==> config.mk <==
export PLATFORM = sky130hd
export DESIGN_NAME = cpu
export DESIGN_NICKNAME = d
export VERILOG_FILES = /design/src/rtl/cpu_pkg.sv /design/src/rtl/cpu_data_mem.sv /design/src/rtl/cpu.sv
export SDC_FILE = /design/constraint.sdc
export NUM_CORES = 1
export LEC_CHECK = 0
export BUFFER_PORTS_ARGS = -buffer_cell sky130_fd_sc_hd__buf_2
export CAP_MARGIN = 15
export CORE_AREA = 2 2 39 41
export DETAILED_ROUTE_END_ITERATION = 8
export DIE_AREA = 0 0 41 43
export GPL_ROUTABILITY_DRIVEN = 1
export GPL_TIMING_DRIVEN = 0
export HOLD_SLACK_MARGIN = 0.06
export SLEW_MARGIN = 20
export SYNTH_ARGS = -nofsm -noshare
export SYNTH_HDL_FRONTEND = slang
export SYNTH_HIERARCHICAL = 1
export SYNTH_SLANG_ARGS = --single-unit
==> constraint.sdc <==
create_clock -name Clk -period 3 [get_ports Clk]
set_input_delay 0.3 -clock Clk [delete_from_list [all_inputs] [get_ports Clk]]
set_output_delay 0.3 -clock Clk [all_outputs]
set_load 0.02 [all_outputs]
==> src/rtl/cpu_pkg.sv <==
// Shared types and constants for the cpu divider block.
// Optional macro ROUND_EN selects half-LSB rounding of the quotient instead of truncation.
package cpu_pkg;

    typedef enum logic [2:0] {IDLE, LOAD, DIV, STORE, DONE} state_t;

    localparam int ADDR_N_HI  = 0;
    localparam int ADDR_N_LO  = 1;
    localparam int ADDR_D     = 2;
    localparam int ADDR_Q_HI  = 4;
    localparam int ADDR_Q_MID = 5;
    localparam int ADDR_Q_LO  = 6;
    localparam int DIV_ITERS  = 25;
    localparam int RESULT_W   = 24;

    // q carries one guard bit below the stored result; div_zero forces all-ones.
    function automatic logic [RESULT_W-1:0] finish_q(input logic [DIV_ITERS-1:0] q,
                                                     input logic div_zero);
        logic [RESULT_W:0] sum;
        if (div_zero)
            return {RESULT_W{1'b1}};
`ifdef ROUND_EN
        sum = {1'b0, q[DIV_ITERS-1:1]} + {{RESULT_W{1'b0}}, q[0]};
        return sum[RESULT_W] ? {RESULT_W{1'b1}} : sum[RESULT_W-1:0];
`else
        sum = {1'b0, q[DIV_ITERS-1:1]};
        return sum[RESULT_W-1:0];
`endif
    endfunction

endpackage

==> src/rtl/cpu_data_mem.sv <==
// Byte-wide data memory: combinational read, synchronous write, no reset so contents survive.
module data_mem #(
    parameter int DM_DEPTH = 256,
    parameter int DATA_W   = 8,
    parameter int AW       = $clog2(DM_DEPTH)
) (
    input  logic              clk,
    input  logic              we,
    input  logic [AW-1:0]     addr,
    input  logic [DATA_W-1:0] wdata,
    output logic [DATA_W-1:0] rdata
);

    logic [DATA_W-1:0] Core [0:DM_DEPTH-1];

    assign rdata = Core[addr];

    always_ff @(posedge clk)
        if (we) Core[addr] <= wdata;

endmodule

==> src/rtl/cpu.sv <==
// Memory-mapped divider: Q = floor({Core[0],Core[1]}*256/Core[2]) written to Core[4..6].
// Build option ROUND_EN rounds the quotient (see cpu_pkg); latency is unchanged.
module cpu
    import cpu_pkg::*;
#(
    parameter int DM_DEPTH = 256,
    parameter int DATA_W   = 8
) (
    input  logic Clk,
    input  logic Reset,
    input  logic Start,
    output logic Ack
);

    localparam int AW = $clog2(DM_DEPTH);

    state_t                 state, state_nx;
    logic                   start_q;
    logic [4:0]             cnt;
    logic [15:0]            n;
    logic [7:0]             d, rem, rem_nx;
    logic [DIV_ITERS-1:0]   dvd;
    logic [8:0]             trial;
    logic                   ge;
    logic [RESULT_W-1:0]    q_res;
    logic [AW-1:0]          addr;
    logic                   we;
    logic [DATA_W-1:0]      wdata, rdata;

    data_mem #(.DM_DEPTH(DM_DEPTH), .DATA_W(DATA_W), .AW(AW)) DM1 (
        .clk   (Clk),
        .we    (we),
        .addr  (addr),
        .wdata (wdata),
        .rdata (rdata)
    );

    always_ff @(posedge Clk or negedge Reset)
        if (!Reset) state <= IDLE;
        else        state <= state_nx;

    always_comb begin
        state_nx = state;
        case (state)
            IDLE:    if (start_q && !Start)                 state_nx = LOAD;
            LOAD:    if (cnt == 5'd2)                       state_nx = DIV;
            DIV:     if (cnt == 5'(DIV_ITERS - 1))          state_nx = STORE;
            STORE:   if (cnt == 5'd2)                       state_nx = DONE;
            DONE:    if (Start)                             state_nx = IDLE;
            default:                                        state_nx = IDLE;
        endcase
    end

    // One restoring step: shift the next dividend bit into the partial remainder.
    assign trial  = {rem, dvd[DIV_ITERS-1]};
    assign ge     = trial >= {1'b0, d};
    assign rem_nx = ge ? 8'(trial - {1'b0, d}) : trial[7:0];
    assign q_res  = finish_q(dvd, d == 8'd0);

    always_comb begin
        addr  = '0;
        we    = 1'b0;
        wdata = '0;
        if (state == LOAD)
            addr = AW'(ADDR_N_HI + int'(cnt));
        else if (state == STORE) begin
            addr = AW'(ADDR_Q_HI + int'(cnt));
            we   = 1'b1;
            case (cnt)
                5'd0:    wdata = DATA_W'(q_res[23:16]);
                5'd1:    wdata = DATA_W'(q_res[15:8]);
                default: wdata = DATA_W'(q_res[7:0]);
            endcase
        end
    end

    always_ff @(posedge Clk or negedge Reset) begin
        if (!Reset) begin
            start_q <= 1'b0;
            cnt     <= '0;
            n       <= '0;
            d       <= '0;
            rem     <= '0;
            dvd     <= '0;
            Ack     <= 1'b0;
        end else begin
            start_q <= Start;
            Ack     <= (state == DONE) && (state_nx == DONE);
            if (state_nx != state)
                cnt <= '0;
            else if (state == LOAD || state == DIV || state == STORE)
                cnt <= cnt + 5'd1;
            case (state)
                LOAD: case (cnt)
                    5'd0:    n[15:8] <= rdata[7:0];
                    5'd1:    n[7:0]  <= rdata[7:0];
                    default: begin
                        d   <= rdata[7:0];
                        dvd <= {n, 9'b0};
                        rem <= '0;
                    end
                endcase
                // A zero divisor just idles through the iterations to keep latency fixed.
                DIV: if (d != 8'd0) begin
                    rem <= rem_nx;
                    dvd <= {dvd[DIV_ITERS-2:0], ge};
                end
                default: ;
            endcase
        end
    end

endmodule

==> impl_metrics.json, run 1 <==
{
  "status": "completed",
  "routed.top_layer": "met3",
  "leakagePower_nw": 0.2638,
  "wl_met2_um": 417,
  "antenna_cells": 0,
  "critical_path_class": "reg -> reg",
  "rsz0062_at_grt": "no",
  "cts_setup_buffers": 0,
  "grt_overflow": 0,
  "drive_above_1_share_pct": 18.18,
  "hold-path-endpoint": "start_q",
  "finalCritPeriodShare_pct": 60.23,
  "die_h_um": 43,
  "vias_per_cell": 5.070,
  "fin_nets": 63,
  "die_w_um": 41,
  "cts_max_level": 1,
  "worstMarginPinSlew_ps": 558.9,
  "dr.pass1.iters": 4,
  "min_path_type": "in -> reg",
  "synth-adder-area-share_pct": 7.353,
  "yosysWarningCount": 6,
  "synth_compound_area_share_pct": 17.40,
  "finalSetupViolations": 0,
  "p_seq_share_pct": 43.7,
  "tritoncts": "yes",
  "r2r_start": "cnt[0]",
  "ios": 4,
  "synth_top_family_by_area": "compound AO/OA/AOI/OAI gates",
  "grt_antenna_before_repair": 0,
  "path_max_fanout": 5,
  "endpoint_kind": "flop",
  "switching_share_pct": 38.48,
  "pwr_density_cell_nw_per_um2": 889.0,
  "syn_area_um2": 510.5,
  "synth_cells": 48,
  "synth_nets": 54,
  "slew_headroom_pct": 62.66,
  "fin_setup_tns_ps": 0,
  "root_buffer": "clkbuf_4",
  "fillers": 140,
  "timing.hold.ws_ps": 156.7,
  "synth_area_per_cell_um2": 10.64,
  "die_area_um2": 1763,
  "yosys.area_share.simple_pct": 17.40,
  "vias": 360,
  "core-area_um2": 1384,
  "synth_xor_area_share_pct": 1.716,
  "port_buffers": 3,
  "clk_path_buf_depth": 2,
  "cp-start-kind": "flop",
  "cap_violations": 0,
  "grt_pass1_vias": 366,
  "rows": 14,
  "cp_data_arrival_time_ps": 1930,
  "p_clk_share_pct": 17.5,
  "p_sw_mw": 0.1977,
  "hold_depth": 1,
  "wirelength_um": 922,
  "vdd_drop_max_v": 0.0003400,
  "track_usage_pct": 14.05,
  "drt_iter0_drc": 12,
  "worst_ep_required_time_ps": 3120,
  "clkSinkCount": 10,
  "combPwrFrac_pct": 38.8,
  "final_util_pct": 41.77,
  "period_needed_ps": 1807,
  "finClkSkew_ps": 2.721,
  "ys_types": 21,
  "max_clock_freq_mhz": 553.4,
  "drtAntennaViolNets": 0,
  "yosysSeqAreaShare_pct": 49.02,
  "insertion_delay_ps": 260,
  "wl_met3_um": 33,
  "cts_made_buffers": 3,
  "synth.area.mux_share_pct": 1.961,
  "hpwl_um": 669.1,
  "r2r_setup_slack_ps": 1190,
  "gp_congestion": 0.6838,
  "rr_endpoint": "cnt[0]",
  "reg2reg_depth": 5,
  "ys_seq_elements": 10,
  "wl_per_cell_um": 12.99,
  "syn_to_final_growth_pct": 13.24,
  "wl_met1_um": 471,
  "clkSlewWorstSetupHoldPaths_ps": 60,
  "p_int_mw": 0.3161,
  "start_util_pct": 36.89,
  "grt_max_degree": 11,
  "grt_pass1_wl_um": 1580,
  "remaining_drc_errors": 0,
  "slew_violations": 0,
  "finalHoldViolations": 0,
  "min_from": "Start"
}
[logic make-up (layout without fill, tap and decap cells)]
family,count (synthesis),count (layout)
compound gates,13,13
xor+xnor,1,1
mux,1,1
simple gates,13,13
fa+ha+maj,3,3
buf+inv,7,14
flops,10,10
[power by group through the flow]
stage	Combinational (mW)	Sequential, mW	Clock, mW
after floorplan	0.160	0.215	0
after global placement	0.192	0.225	0
after detailed placement	0.198	0.227	0
after CTS	0.200	0.225	0.0934
after global routing	0.229	0.235	0.106
final	0.199	0.225	0.0902
[final cells by class]
type,instances,area [µm²],area share [%]
sequential,10,250.2,43.29
inverter,7,26.28,4.545
multi-input combinational,31,234.0,40.48
timing repair buffer,4,25.02,4.329
clock buffer,3,22.52,3.896
tap,16,20.02,3.463
[worst max-delay path by stage]
stage	startpoint	end	slack, ps	depth (start not counted)
finish	cnt[0]	cnt[0]	1190	5
global route	cnt[0]	cnt[0]	1080	5
CTS	cnt[0]	cnt[0]	1190	5
detailed placement	cnt[0]	cnt[0]	1200	5
global placement	cnt[0]	cnt[0]	1230	5
floorplan	cnt[0]	state[1]	1410	5
[registers in the layout (all words and copies together) (netlist names)]
name / cells
cnt: 5
state: 3
Ack: 1
start_q: 1
[metal layers]
metal | global-route usage (%) | up-vias
met2 | 19.38 | 4
met1 | 16.45 | 159
met3 | 6.283 | 0
met5 | 0 | -
met4 | 10.00 | 0
li1 | - | 197
[synthesized netlist by cell type]
cell type / number / share of area, %
o41ai_1: 1 / 1.7
mux2i_1: 1 / 2.0
dfrtp_1: 10 / 49
o21bai_1: 1 / 1.5
or3_1: 3 / 3.7
a21oi_1: 1 / 0.98
nor4bb_1: 1 / 2.0
xnor2_1: 1 / 1.7
and3b_2: 1 / 2.0
o21ai_0: 4 / 3.9
or4b_4: 1 / 2.7
inv_1: 7 / 5.1
a211oi_1: 3 / 4.4
ha_1: 3 / 7.4
a31o_2: 1 / 1.7
nand3_1: 2 / 2.0
o22ai_1: 1 / 1.2
or3_2: 1 / 1.5
nand2_1: 1 / 0.73
a32o_1: 1 / 2.0
nor3_1: 3 / 2.9
[through the flow]
step                      power (mW)  std cells  setup slack (ps)  area, µm²
after global routing          0.5696         71              1081      578.1
after floorplan               0.3757         48              1412      510.5
after detailed placement      0.4248         67              1204      545.5
after global placement        0.4166         67              1233      545.5
after CTS                     0.5177         71              1195      578.1
final                         0.5139         71              1193      578.1
[worst max-delay path, cell delays in order (launching register included)]
cell	delay (ps)
dfrtp_1	390
inv_1	110
ha_1	150
or4b_4	480
o22ai_1	430
nor3_1	110
[layout by cell type (no fill, tap or decap), drive strengths merged]
master,instances
and3b,1
o41ai,1
a21oi,1
o22ai,1
nand3,2
a31o,1
a211oi,3
ha,3
buf,3
inv,7
nor4bb,1
dlygate4sd3,1
o21bai,1
or3,4
dfrtp,10
or4b,1
mux2i,1
xnor2,1
nor3,3
a32o,1
clkbuf,3
o21ai,4
nand2,1
[repair_timing]
| action | 4_1_cts | 5_1_grt |
|---|---|---|
| endpoints found under the hold margin | 10 | 0 |
| hold buffers | 1 | 0 |
| gates resized for setup | 0 | 0 |
Power figures use the tool's default switching activity.
==> run 2, diff against run 1 <==
clock period = 1.6 ns   (was 3 ns; I/O delays follow)
==> run 2 against run 1 <==
Non-clock buffer count increased by 4. Core utilization grew 4.4 points. Largest power group is now combinational cells. Clock power increased by 86%.
==> impl_metrics.json, run 2 (synthesis results as in run 1) <==
{
  "worstMarginPinSlew_ps": 385.6,
  "p_clk_share_pct": 15.6,
  "port_buffers": 3,
  "grt_max_degree": 11,
  "drive_above_1_share_pct": 35.59,
  "remaining_drc_errors": 0,
  "clk_path_buf_depth": 2,
  "die_h_um": 43,
  "dr.pass1.iters": 2,
  "r2r_setup_slack_ps": 10,
  "switching_share_pct": 38.38,
  "grt_pass1_vias": 376,
  "p_sw_mw": 0.4141,
  "rr_endpoint": "state[1]",
  "grt_pass1_wl_um": 1642,
  "largest_reg_flops": 5,
  "placed_cells": 67,
  "gp_congestion": 0.6838,
  "max_clock_freq_mhz": 630.8,
  "fin_nets": 67,
  "finalSetupViolations": 0,
  "drtAntennaViolNets": 0,
  "clkSlewWorstSetupHoldPaths_ps": 60,
  "cp_data_arrival_time_ps": 1780,
  "rows": 14,
  "r2r_start": "cnt[0]",
  "finalCritPeriodShare_pct": 99.08,
  "wirelength_um": 990,
  "slew_headroom_pct": 74.10,
  "final_cell_mix": "9 x dfrtp_1, 6 x inv_1",
  "layout.cells.non_filler": 75,
  "final_util_pct": 46.20,
  "path_max_fanout": 4,
  "die_area_um2": 1763,
  "antenna_cells": 0,
  "combPwrFrac_pct": 44.5,
  "cp-start-kind": "flop",
  "vias_per_cell": 5.040,
  "min_path_type": "in -> async",
  "top_regs": "cnt: 5 flops, state: 3 flops",
  "vdd_drop_max_v": 0.0006932,
  "cts_max_level": 1,
  "slew_violations": 0,
  "reg2reg_depth": 5,
  "endpoint_kind": "flop",
  "start_util_pct": 36.89,
  "finClkSkew_ps": 2.727,
  "drt_iter0_drc": 2,
  "critical-path-max-stage-delay_ps": 490,
  "startpoint": "cnt[0]",
  "clkSinkCount": 10,
  "wl_per_cell_um": 13.20,
  "status": "completed",
  "cts_made_buffers": 3,
  "rsz0062_at_grt": "yes",
  "track_usage_pct": 14.56,
  "core-area_um2": 1384,
  "regMostFlops": "cnt",
  "endpoint": "state[1]",
  "ios": 4,
  "worst_ep_required_time_ps": 1790,
  "cp_slowest_cell": "or4b_4",
  "grt_overflow": 0,
  "cap_violations": 0,
  "crit_chain": "inv_2 > ha_1 > or4b_4 > or3_4 > a21oi_2",
  "fillers": 133,
  "grt_antenna_before_repair": 0,
  "finalHoldViolations": 0,
  "hpwl_um": 669.1,
  "final_common_cell": "dfrtp_1",
  "leakagePower_nw": 0.2983,
  "insertion_delay_ps": 260,
  "tritoncts": "yes",
  "p_seq_share_pct": 39.9,
  "critical_path_class": "reg -> reg",
  "fin_area_um2": 639.4,
  "vias": 378,
  "root_buffer": "clkbuf_4",
  "syn_to_final_growth_pct": 25.24,
  "period_needed_ps": 1585,
  "die_w_um": 41,
  "p_int_mw": 0.6650,
  "placed_area_um2": 545.5,
  "pwr_density_cell_nw_per_um2": 1688
}
## run 2: how the worst min path moves through the flow
stage                        end  slack (ps)
after floorplan              Ack        -140
after global placement    cnt[4]          40
after detailed placement  cnt[4]          40
after CTS                 cnt[4]         290
after global routing      cnt[4]         310
final                     cnt[2]         280
## run 2: cell type report
type                    instances  area [µm²]  area share, %
clock buffers                   3       22.52          3.523
inverters                       7       26.28          4.110
multi-input cells              31       261.5          40.90
flip-flops and latches         10       251.5          39.33
well taps                      16       20.02          3.131
repair buffers                  8       57.56          9.002
## run 2: through the flow
step	hold WS (ps)	setup slack, ps	power (mW)	TNS, ps
global route	308.3	-56.48	1.182	-226.4
global placement	36.00	-167.4	0.7812	-809.3
CTS	293.2	17.66	1.037	0
floorplan	-135.6	12.35	0.7045	0
detailed placement	37.42	-196.3	0.7965	-972.5
finish	284.2	14.77	1.079	0
## run 2: metal layers
layer / vias to the layer above / global-route usage (%) / share of wire (%)
li1: 202 / - / -
met1: 170 / 17.11 / 51
met2: 6 / 20.31 / 46
met3: 0 / 6.283 / 3.2
met4: 0 / 10.00 / 0
met5: - / 0 / 0
## run 2: critical path, delay by kind of cell (launching register included)
kind | cells | cell delay (ps)
compound gates | 1 | 110
fa+ha+maj | 1 | 130
buf+inv | 1 | 60
flops | 1 | 390
simple gates | 2 | 840
## run 2: repair_timing
action / 4_1_cts / 5_1_grt
setup endpoints to repair: 6 / 8
gates resized for setup: 2 / 7
hold buffers: 2 / 0
buffers inserted: 3 / 0
hold endpoints to repair: 11 / 0
pin swaps: 1 / 0
## run 2: power by group through the flow
stage / Combinational [mW] / Sequential [mW] / Clock (mW)
finish: 0.481 / 0.430 / 0.168
global route: 0.533 / 0.450 / 0.199
CTS: 0.443 / 0.419 / 0.175
detailed placement: 0.371 / 0.426 / 0
global placement: 0.360 / 0.421 / 0
floorplan: 0.301 / 0.404 / 0
==> run 3, diff against run 2 <==
BUFFER_PORTS_ARGS = unset   (was -buffer_cell sky130_fd_sc_hd__buf_2)
DONT_BUFFER_PORTS = 1   (was unset)
==> run 3 against run 2 <==
Clock-buffer cell count stayed put. Via count increased by 0.79%. Clock power increased by 4%. Power shrank 3.3%. Worst hold slack worse by 170 ps. First-iteration DRC count increased by 50%. Critical path depth unchanged. Critical path type unchanged. Global-route usage down 1.0 points. Final cell count is 4.0% lower. Fmax decreased by 0.85%. Die area did not move. Highest routed layer unchanged. Critical endpoint unchanged. Clock skew increased by 2.4 ps.
==> impl_metrics.json, run 3 (synthesis results as in run 1) <==
{
  "leakagePower_nw": 0.2722,
  "finalHoldViolations": 0,
  "wl_per_cell_um": 13.32,
  "grt_pass1_vias": 390,
  "core-area_um2": 1384,
  "p_sw_mw": 0.3988,
  "period_needed_ps": 1599,
  "cp_data_arrival_time_ps": 1790,
  "syn_to_final_growth_pct": 18.63,
  "combPwrFrac_pct": 42.2,
  "die_w_um": 41,
  "clk_path_buf_depth": 2,
  "root_buffer": "clkbuf_4",
  "switching_share_pct": 38.21,
  "track_usage_pct": 13.55,
  "worstMarginPinSlew_ps": 447.9,
  "routed.top_layer": "met3",
  "critical_path_class": "reg -> reg",
  "vias_per_cell": 5.292,
  "cp_slowest_cell": "or4b_4",
  "hpwl_um": 662.5,
  "tritoncts": "yes",
  "r2r_setup_slack_ps": 1,
  "fin_setup_tns_ps": 0,
  "p_int_mw": 0.6449,
  "wl_met1_um": 428,
  "critical-path-top-delay-family": "simple AND/OR/NAND/NOR gates",
  "slew_headroom_pct": 70.04,
  "critical-path-max-stage-delay_ps": 480,
  "fillers": 135,
  "min_from": "Start",
  "remaining_drc_errors": 0,
  "vdd_drop_max_v": 0.0007009,
  "top_regs": "cnt: 5 flops, state: 3 flops",
  "largest_reg_flops": 5,
  "fin_nets": 64,
  "drive_above_1_share_pct": 23.21,
  "cp-start-kind": "flop",
  "antenna_cells": 0,
  "cap_violations": 0,
  "min_path_type": "in -> reg",
  "die_h_um": 43,
  "crit_chain": "inv_2 > ha_1 > or4b_4 > or3_1 > a21oi_1",
  "p_clk_share_pct": 16.6,
  "finalSetupViolations": 0,
  "ios": 4,
  "die_area_um2": 1763,
  "grt_overflow": 0,
  "final_common_cell": "dfrtp_1",
  "r2r_start": "cnt[0]",
  "rsz0062_at_grt": "yes",
  "start_util_pct": 36.89,
  "grt_antenna_before_repair": 0,
  "finalCritPeriodShare_pct": 99.93,
  "hold-path-endpoint": "Ack",
  "path_max_fanout": 4,
  "vias": 381,
  "drtAntennaViolNets": 0,
  "cts_max_level": 1,
  "cp_num_buf_inv": 1,
  "rr_endpoint": "state[1]",
  "timing.hold.ws_ps": 116.1,
  "slew_violations": 0,
  "wirelength_um": 959,
  "drt_iter0_drc": 3,
  "wl_met2_um": 459,
  "port_buffers": 0,
  "grt_max_degree": 11,
  "rows": 14,
  "clkSlewWorstSetupHoldPaths_ps": 70,
  "dr.pass1.iters": 2,
  "gp_congestion": 0.7379,
  "status": "completed",
  "p_seq_share_pct": 41.1,
  "grt_pass1_wl_um": 1559,
  "wl_met3_um": 71,
  "worst_ep_required_time_ps": 1790,
  "reg2reg_depth": 5,
  "endpoint_kind": "flop",
  "regMostFlops": "cnt",
  "crit_cells": 5,
  "register_area_um2": 250.2,
  "multiInputGateArea_um2": 244.0,
  "pwr_density_cell_nw_per_um2": 1723,
  "cts_made_buffers": 3,
  "hold_depth": 3,
  "max_clock_freq_mhz": 625.5,
  "insertion_delay_ps": 270,
  "final_cell_mix": "10 x dfrtp_1, 6 x inv_1, 4 x o21ai_0",
  "clkSinkCount": 10,
  "finClkSkew_ps": 5.100
}
==> run 3: final cells by class <==
class                   instances  area share (%)
clock buffers                   3           3.719
well taps                      16           3.306
inverters                       7           4.339
multi-input cells              31           40.29
repair buffers                  5           7.025
flip-flops and latches         10           41.32
==> run 3: worst max-delay path by stage <==
stage | start | end | slack, ps
after detailed placement | cnt[0] | cnt[1] | -170
after floorplan | cnt[0] | state[1] | 10
after CTS | cnt[1] | state[1] | 9
after global placement | cnt[0] | cnt[0] | -170
final | cnt[0] | state[1] | 1
after global routing | cnt[0] | state[1] | -80
==> run 3: per-layer routing <==
metal  up-vias  global-route usage (%)
met5         -                       0
met4         0                   4.000
met3         0                   9.424
met2        10                   20.63
met1       178                   14.47
li1        193                       -
==> run 3: what timing repair did <==
item	4_1_cts	5_1_grt
hold buffers	2	0
setup buffers	3	0
resized for setup	2	1
setup endpoints to repair	6	7
hold endpoints to repair	11	0
==> run 3: worst register-to-register path, cell delays in order, from the launching register on <==
cell and delay [ps]:
dfrtp_1 390, inv_2 60, ha_1 120, or4b_4 480, or3_1 320, a21oi_1 140
==> run 3: stage by stage <==
step	power (mW)	worst slack [ps]	instance area (µm²)	utilization (%)	instances
after CTS	1.037	8.725	601.8	43.49	72
final	1.044	1.158	605.6	43.76	72
after floorplan	0.7045	12.35	510.5	-	48
after detailed placement	0.7899	-173.4	530.5	38.34	64
after global placement	0.7732	-167.6	530.5	38.34	64
after global routing	1.133	-83.87	605.6	43.76	72
==> run 3: power by group through the flow <==
| stage | clock, mW | sequential [mW] | combinational, mW |
|---|---|---|---|
| 6_report | 0.174 | 0.429 | 0.441 |
| 5_1_grt | 0.192 | 0.439 | 0.502 |
| 4_1_cts | 0.178 | 0.421 | 0.438 |
| 3_5_place_dp | 0 | 0.428 | 0.362 |
| 3_3_place_gp | 0 | 0.423 | 0.350 |
| 2_1_floorplan | 0 | 0.404 | 0.301 |
